File: src/rtl/fb_scan_reader.sv
// rtl/fb_scan_reader.sv - frame-buffer scan reader streaming RAM words through a 4-entry FIFO; build option SCAN_LOOP_EN
module fb_scan_reader #(
    parameter int RAM_WIDTH = 1,
    parameter int RAM_DEPTH = 10,
    localparam int AW = (RAM_DEPTH > 2) ? $clog2(RAM_DEPTH) : 1
) (
    input  logic                 clk,
    input  logic                 rst,
    input  logic                 start,
    output logic                 busy,
    output logic                 done,
    output logic [AW-1:0]        read_addr,
    output logic                 read_en,
    output logic                 output_en,
    output logic                 output_rst,
    input  logic [RAM_WIDTH-1:0] word_in,
    output logic [RAM_WIDTH-1:0] pix_data,
    output logic                 pix_valid,
    input  logic                 pix_ready,
    output logic                 pix_last
);

    typedef enum logic [1:0] {IDLE, SCAN, DRAIN} state_t;

    localparam logic [AW-1:0] LAST_ADDR = AW'(RAM_DEPTH - 1);

    state_t               state;
    logic [1:0]           vld_sr;
    logic [1:0]           last_sr;
    logic [RAM_WIDTH-1:0] fifo_data [4];
    logic [3:0]           fifo_last;
    logic [1:0]           wr_ptr;
    logic [1:0]           rd_ptr;
    logic [2:0]           count;
    logic [2:0]           outstanding;
    logic                 handshake;
    logic                 push;
    logic                 issue_last;

    // The stream is always the FIFO head; pix_last is masked so an empty FIFO never flags last.
    assign pix_valid   = (count != 3'd0);
    assign pix_data    = fifo_data[rd_ptr];
    assign pix_last    = fifo_last[rd_ptr] & pix_valid;
    assign handshake   = pix_valid & pix_ready;
    assign push        = vld_sr[1];
    // Reads in flight plus buffered words; a read may also be issued into the slot freed by a same-cycle pop.
    assign outstanding = count + {2'b00, vld_sr[0]} + {2'b00, vld_sr[1]};
    assign read_en     = (state == SCAN) && ((outstanding < 3'd4) || handshake);
    assign issue_last  = read_en && (read_addr == LAST_ADDR);

    // Two-stage valid/last pipeline mirroring the RAM read latency.
    always_ff @(posedge clk or posedge rst) begin
        if (rst) begin
            vld_sr  <= 2'b00;
            last_sr <= 2'b00;
        end else begin
            vld_sr  <= {vld_sr[0], read_en};
            last_sr <= {last_sr[0], issue_last};
        end
    end

    // Capture FIFO: push when the pipeline delivers a word, pop on handshake.
    always_ff @(posedge clk or posedge rst) begin
        if (rst) begin
            for (int i = 0; i < 4; i++) fifo_data[i] <= '0;
            fifo_last <= 4'b0000;
            wr_ptr    <= 2'd0;
            rd_ptr    <= 2'd0;
            count     <= 3'd0;
        end else begin
            if (push) begin
                fifo_data[wr_ptr] <= word_in;
                fifo_last[wr_ptr] <= last_sr[1];
                wr_ptr            <= wr_ptr + 2'd1;
            end
            if (handshake) begin
                rd_ptr <= rd_ptr + 2'd1;
            end
            count <= count + 3'(push) - 3'(handshake);
        end
    end

    // Scan control FSM with registered status and RAM output-register controls.
    always_ff @(posedge clk or posedge rst) begin
        if (rst) begin
            state      <= IDLE;
            read_addr  <= '0;
            busy       <= 1'b0;
            done       <= 1'b0;
            output_en  <= 1'b0;
            output_rst <= 1'b1;
        end else begin
            done <= handshake & pix_last;
            case (state)
                IDLE: begin
                    read_addr <= '0;
                    if (start) begin
                        state      <= SCAN;
                        busy       <= 1'b1;
                        output_en  <= 1'b1;
                        output_rst <= 1'b0;
                    end
                end
                SCAN: begin
                    if (read_en) begin
                        if (read_addr == LAST_ADDR) begin
`ifdef SCAN_LOOP_EN
                            read_addr <= '0;
`else
                            state <= DRAIN;
`endif
                        end else begin
                            read_addr <= read_addr + 1'b1;
                        end
                    end
                end
                DRAIN: begin
                    // The last word leaving the FIFO means nothing else is buffered or in flight.
                    if (handshake && pix_last) begin
                        state      <= IDLE;
                        read_addr  <= '0;
                        busy       <= 1'b0;
                        output_en  <= 1'b0;
                        output_rst <= 1'b1;
                    end
                end
                default: state <= IDLE;
            endcase
        end
    end

endmodule

File: config.mk
export PLATFORM = sky130hd
export DESIGN_NAME = fb_scan_reader
export DESIGN_NICKNAME = d
export VERILOG_FILES = /design/src/rtl/fb_scan_reader.sv
export SDC_FILE = /design/constraint.sdc
export NUM_CORES = 1
export LEC_CHECK = 0
export ABC_CLOCK_PERIOD_IN_PS = 2200
export BUFFER_PORTS_ARGS = -buffer_cell sky130_fd_sc_hd__buf_4
export CORE_UTILIZATION = 51
export DETAILED_ROUTE_END_ITERATION = 12
export PLACE_DENSITY = 0.74
export SETUP_SLACK_MARGIN = 0.4
export SYNTH_ARGS = -nofsm -noshare
export SYNTH_HDL_FRONTEND = slang
export SYNTH_SLANG_ARGS = --single-unit
File: constraint.sdc
create_clock -name clk -period 2.2 [get_ports clk]
set_input_delay 0.33 -clock clk [delete_from_list [all_inputs] [get_ports clk]]
set_output_delay 0.33 -clock clk [all_outputs]
set_load 0.02 [all_outputs]
## Word level (Yosys, flattened, before mapping)

Cells that the tools add are included.

- Bits in registers: 28
- Input bits: 5
- Word-level logic and storage cells: 81

- $add $sub $neg: 7
- $lt $le $gt $ge: 7
- Equal/unequal tests: 8
- Mux-type cells: 26
- Bitwise operators: 5
- Reductions and logical operators: 13

Operator list:

| cell | number |
|---|---|
| 2-to-1 mux 4 bit | 3 |
| one-hot mux 4 bit (3 select lines) | 1 |
| adder 3 x 1 -> 3 bit | 3 |
| 2-to-1 mux 1 bit | 9 |
| bitwise mux 4 bit | 2 |
| 2-to-1 mux 2 bit | 4 |
| != test 2 bit, second input constant | 4 |
| AND reduction 4 bit | 2 |
| >= comparator 3 bit, second input constant | 2 |
| < comparator 2 x 3 -> 1 bit, second input constant | 2 |
| inverter 2 -> 3 bit | 2 |
| one-hot mux 2 bit (3 select lines) | 1 |
| nonzero test 3 bit | 2 |
| logical AND 1 bit | 5 |
| adder 2 x 1 -> 2 bit, second input constant | 2 |
| adder 4 x 1 -> 4 bit, second input constant | 1 |
| binary-select mux 1 bit (select 2 bit) | 2 |
| demux 1 bit (select 2 bit) | 2 |
| == test 4 bit, second input constant | 1 |
| one-hot mux 1 bit (2 select lines) | 2 |
| AND 1 bit | 3 |
| < comparator 3 x 1 -> 1 bit, second input constant | 1 |
| < comparator 3 bit, second input constant | 1 |
| AND reduction 3 bit | 1 |
| 8 further kinds | 8 |

## Depth between registers and ports, before layout

- Depth in word-level cells: 7
- Depth in mapped cells: 8
- Mapped depth without buffers: 7

## Worst setup path after synthesis

OpenSTA, ideal clock, no wires.

- Path type: flip-flop to flip-flop
- From: register count[2]
- To: register count[2]
- Arrival time: 2035 ps
- Required time: 2120 ps
- Path slack: 85 ps
- Stages on the path, launching flop included: 9
- Path buffers: 1
- Cell sequence: dfrtp_1 -> clkbuf_1 -> o31a_2 -> ha_1 -> inv_1 -> ha_1 -> fa_1 -> xnor2_1 -> xnor2_1

- Word-level cells in the longest chain between the ends: 3
- Elaborated cells on any way between the ends: 4
- Those cells by class: add/sub (2); bitwise (1); reduce/logical (1)

RTL lines:

| element | line | text |
|---|---|---|
| start: declaration | 34 | `logic [2:0] count;` |
| start signal: assignment | 79 | `count <= count + 3'(push) - 3'(handshake);` |
| nonzero test 3 bit | 41 | `assign pix_valid = (count != 3'd0);` |
| AND 1 bit | 44 | `assign handshake = pix_valid & pix_ready;` |
| via handshake | 36 | `logic handshake;` |
| subtractor 3 x 1 -> 3 bit | 79 |  |

The timed path passes the listed nets, and every way through them passes these cells.
A chain may end at the register's enable or synchronous reset.

## Worst setup path after layout

- From: register vld_sr[1]
- To: output port read_en

- Word-level cells in the longest chain between the ends: 4

RTL lines:

| element | line | text |
|---|---|---|
| start: declaration | 28 | `logic [1:0] vld_sr;` |
| start signal: assignment | 57 | `vld_sr <= {vld_sr[0], read_en};` |
| adder 3 x 1 -> 3 bit | 47 | `assign outstanding = count + {2'b00, vld_sr[0]} + {2'b00, vld_sr[1]};` |
| < comparator 3 bit | 48 | `assign read_en = (state == SCAN) && ((outstanding < 3'd4) \|\| handshake);` |
| logical OR 1 bit | 48 |  |
| logical AND 1 bit | 48 |  |
| end: declaration | 13 | `output logic read_en,` |

Every way passes these cells.

==> flow_summary.toml <==
[drt]
viasPerCell = 5.46
ant_nets = 0
drt-pass1-iter-count = 4
drt-initial-drc-count = 26
finalWirelength_um = 2570
drc = 0
vias = 977
wl_per_cell_um = 14.4

[power_and_ir_drop]
switching_share = 0.382
leakagePower_nw = 0.864
ir_drop_mv = 1.29
total_power_mw = 2.85
power_switching_mw = 1.09
p_seq_frac = 0.335
power.density_nw_per_um2 = 1600
p_int_mw = 1.76
p_clk_frac = 0.088
combPwrFrac = 0.577

[timing]
tightest_slew_ps = 397
min_period_ps = 2160
period_share = 0.982
hold_violations = 0
slew_headroom = 0.735
max_freq_ghz = 0.463
rsz0062_at_grt = "yes"
setup-tns-final_ps = 0
final_max_slew_viol_count = 0
fin_skew_ps = 6.35
setup_viol = 0

[die]
core-area_um2 = 2520
start_util = 0.549
num_rows = 18
die_height_um = 54.1
ioPinCount = 17
die_area_um2 = 2930
die_x_um = 54.1

[worst_setup_path]
crit_fanout = 3
crit_chain = "ha_4, a21oi_2, or3_4, a21oi_4, nor3_4, buf_6"
crit_arrival_ps = 1830
worstSetupStartpointType = "flop"
slowest_stage = "dfrtp_1"
cp_top_family = "flip-flops"
crit_type = "flop to output pin"
path_buf_inv = 1
required_ps = 1870
slowest_delay_ps = 440
end_kind = "output pin"

[global_route]
grt_pass1_wl_um = 4220
grt_usage = 0.206
gr-total-overflow = 0
grt_pass1_vias = 912
grt_antenna_before_repair = 0
grt_max_degree = 29

[logic_synthesis]
synth-main-ff-cell = "dfrtp_1"
synth_enable_flop_cells = 0
synth_area_um2 = 1380
ys_warn_count = 0
yosysUniqueCellTypes = 38
ys_seq_area_frac = 0.507
syn_nets = 132
async_flop_share = 1.00
synthCells = 117
post_synth.cell_area_avg_um2 = 11.8
ys_ff_latch = 28

[layout]
final_common_cell = "dfrtp_1"
nFillCells = 186
final_cell_mix = "dfrtp_1 (27), buf_4 (24), inv_1 (12)"
final_cell_count_no_fill = 179
drive_gt1_frac = 0.436
final_nets = 165
syn2layout_area_growth_pct = 29.0
final_core_util = 0.708
n_antenna_cell = 0

[clock_network]
clock_latency_ps = 330
cts_tree = "built"
numCtsBuffers = 3
cts_buffer_depth = 2
numClockSinks = 28
clk_pin_slew_worst_paths_ps = 150
cts_root_buf = "clkbuf_4"
htree_levels = 1

[placed_design]
place.gp.congestion = 0.806
port_buffers = 16
dpl.hpwl_um = 1850
place_inst = 163

[min_path]
min_path_type = "input port to asynchronous set/reset pin"

[run]
drv_cap = 0

[status]
status = "finished clean"
[per-layer routing]
layer / vias to the layer above / GRT usage / part of all wire
met3: 4 / 0.0254 / 0.038
met5: - / 0 / 0
met2: 22 / 0.333 / 0.47
li1: 463 / - / -
met1: 488 / 0.284 / 0.48
met4: 0 / 0.0769 / 0.015
[power groups by stage]
| stage | combinational (mW) | sequential (mW) | clock [mW] |
|---|---|---|---|
| after floorplan | 0.887 | 0.956 | 0 |
| after global placement | 1.20 | 0.937 | 0 |
| after detailed placement | 1.24 | 0.955 | 0 |
| after CTS | 1.58 | 0.944 | 0.258 |
| after global routing | 1.80 | 0.989 | 0.274 |
| final | 1.64 | 0.956 | 0.251 |
[cell families (layout without fill, tap and decap cells)]
group / count (synthesis) / after routing / share of synthesized area
AOI/OAI and AO/OA: 21 / 21 / 0.107
xor gates and xnor gates: 5 / 5 / 0.0317
adders and majority gates: 10 / 10 / 0.0958
buffers and inverters: 16 / 48 / 0.0461
DFF: 28 / 28 / 0.507
muxes: 13 / 13 / 0.123
and+or+nand+nor: 24 / 24 / 0.0895
[final timing paths]
path / startpoint / slack, ps / cells after the start / end
worst min register to register: last_sr[0] / 380 / 0 / last_sr[1]
min in group clk: word_in / 250 / 2 / fifo_data[2]
worst max register to register: count[0] / 130 / 8 / count[2]
max in group asynchronous: rst / 1850 / 3 / output_rst
worst max-delay path: vld_sr[1] / 40 / 6 / read_en
worst min-delay path: rst / 40 / 3 / rd_ptr[0]
[metrics by stage]
step,hold slack [ps],worst slack (ps),instance area (um2)
final,44.9,40.4,1790
after global routing,76.7,-15.5,1790
after CTS,53.1,46.6,1750
after detailed placement,346,131,1580
after global placement,340,206,1580
after floorplan,331,209,1420
[final cells by class]
| cell class | count | area, um2 | area share |
|---|---|---|---|
| inverter | 13 | 48.8 | 0.0273 |
| multi-input combinational | 73 | 702 | 0.393 |
| tap | 30 | 37.5 | 0.0210 |
| sequential | 28 | 702 | 0.393 |
| timing repair buffer | 31 | 259 | 0.145 |
| clock buffer | 4 | 36.3 | 0.0203 |
[cells in the mapped netlist, types with 2 or more instances]
library cell  count  area share
dfrtp_1          27        0.49
inv_1            12       0.033
ha_1              9       0.081
mux2_2            9       0.073
nand2_1           8       0.022
o21ai_0           6       0.022
a21oi_1           5       0.018
nor2_1            4       0.011
nand3_1           3       0.011
xnor2_1           3       0.019
clkbuf_1          2      0.0054
mux2i_1           2       0.014
xor2_1            2       0.013
[registers in the layout (all words and copies together), names as in the netlist]
name / cells
output_rst: 1
count: 3
state: 2
wr_ptr: 2
vld_sr: 2
fifo_last: 4
fifo_data: 4
done: 1
rd_ptr: 2
read_addr: 4
last_sr: 2
output_en: 1
[tightest hold or removal path: cells and delay by family]
kind / cells / cell delay (ps)
buffers and inverters: 3 / 470
[repair_timing]
action | CTS | global route
setup buffers | 11 | 1
hold buffers | 0 | 0
setup endpoints to repair | 9 | 12
resized for setup | 16 | 4
pin swaps | 7 | 2
(Power assumes the default switching activity.)
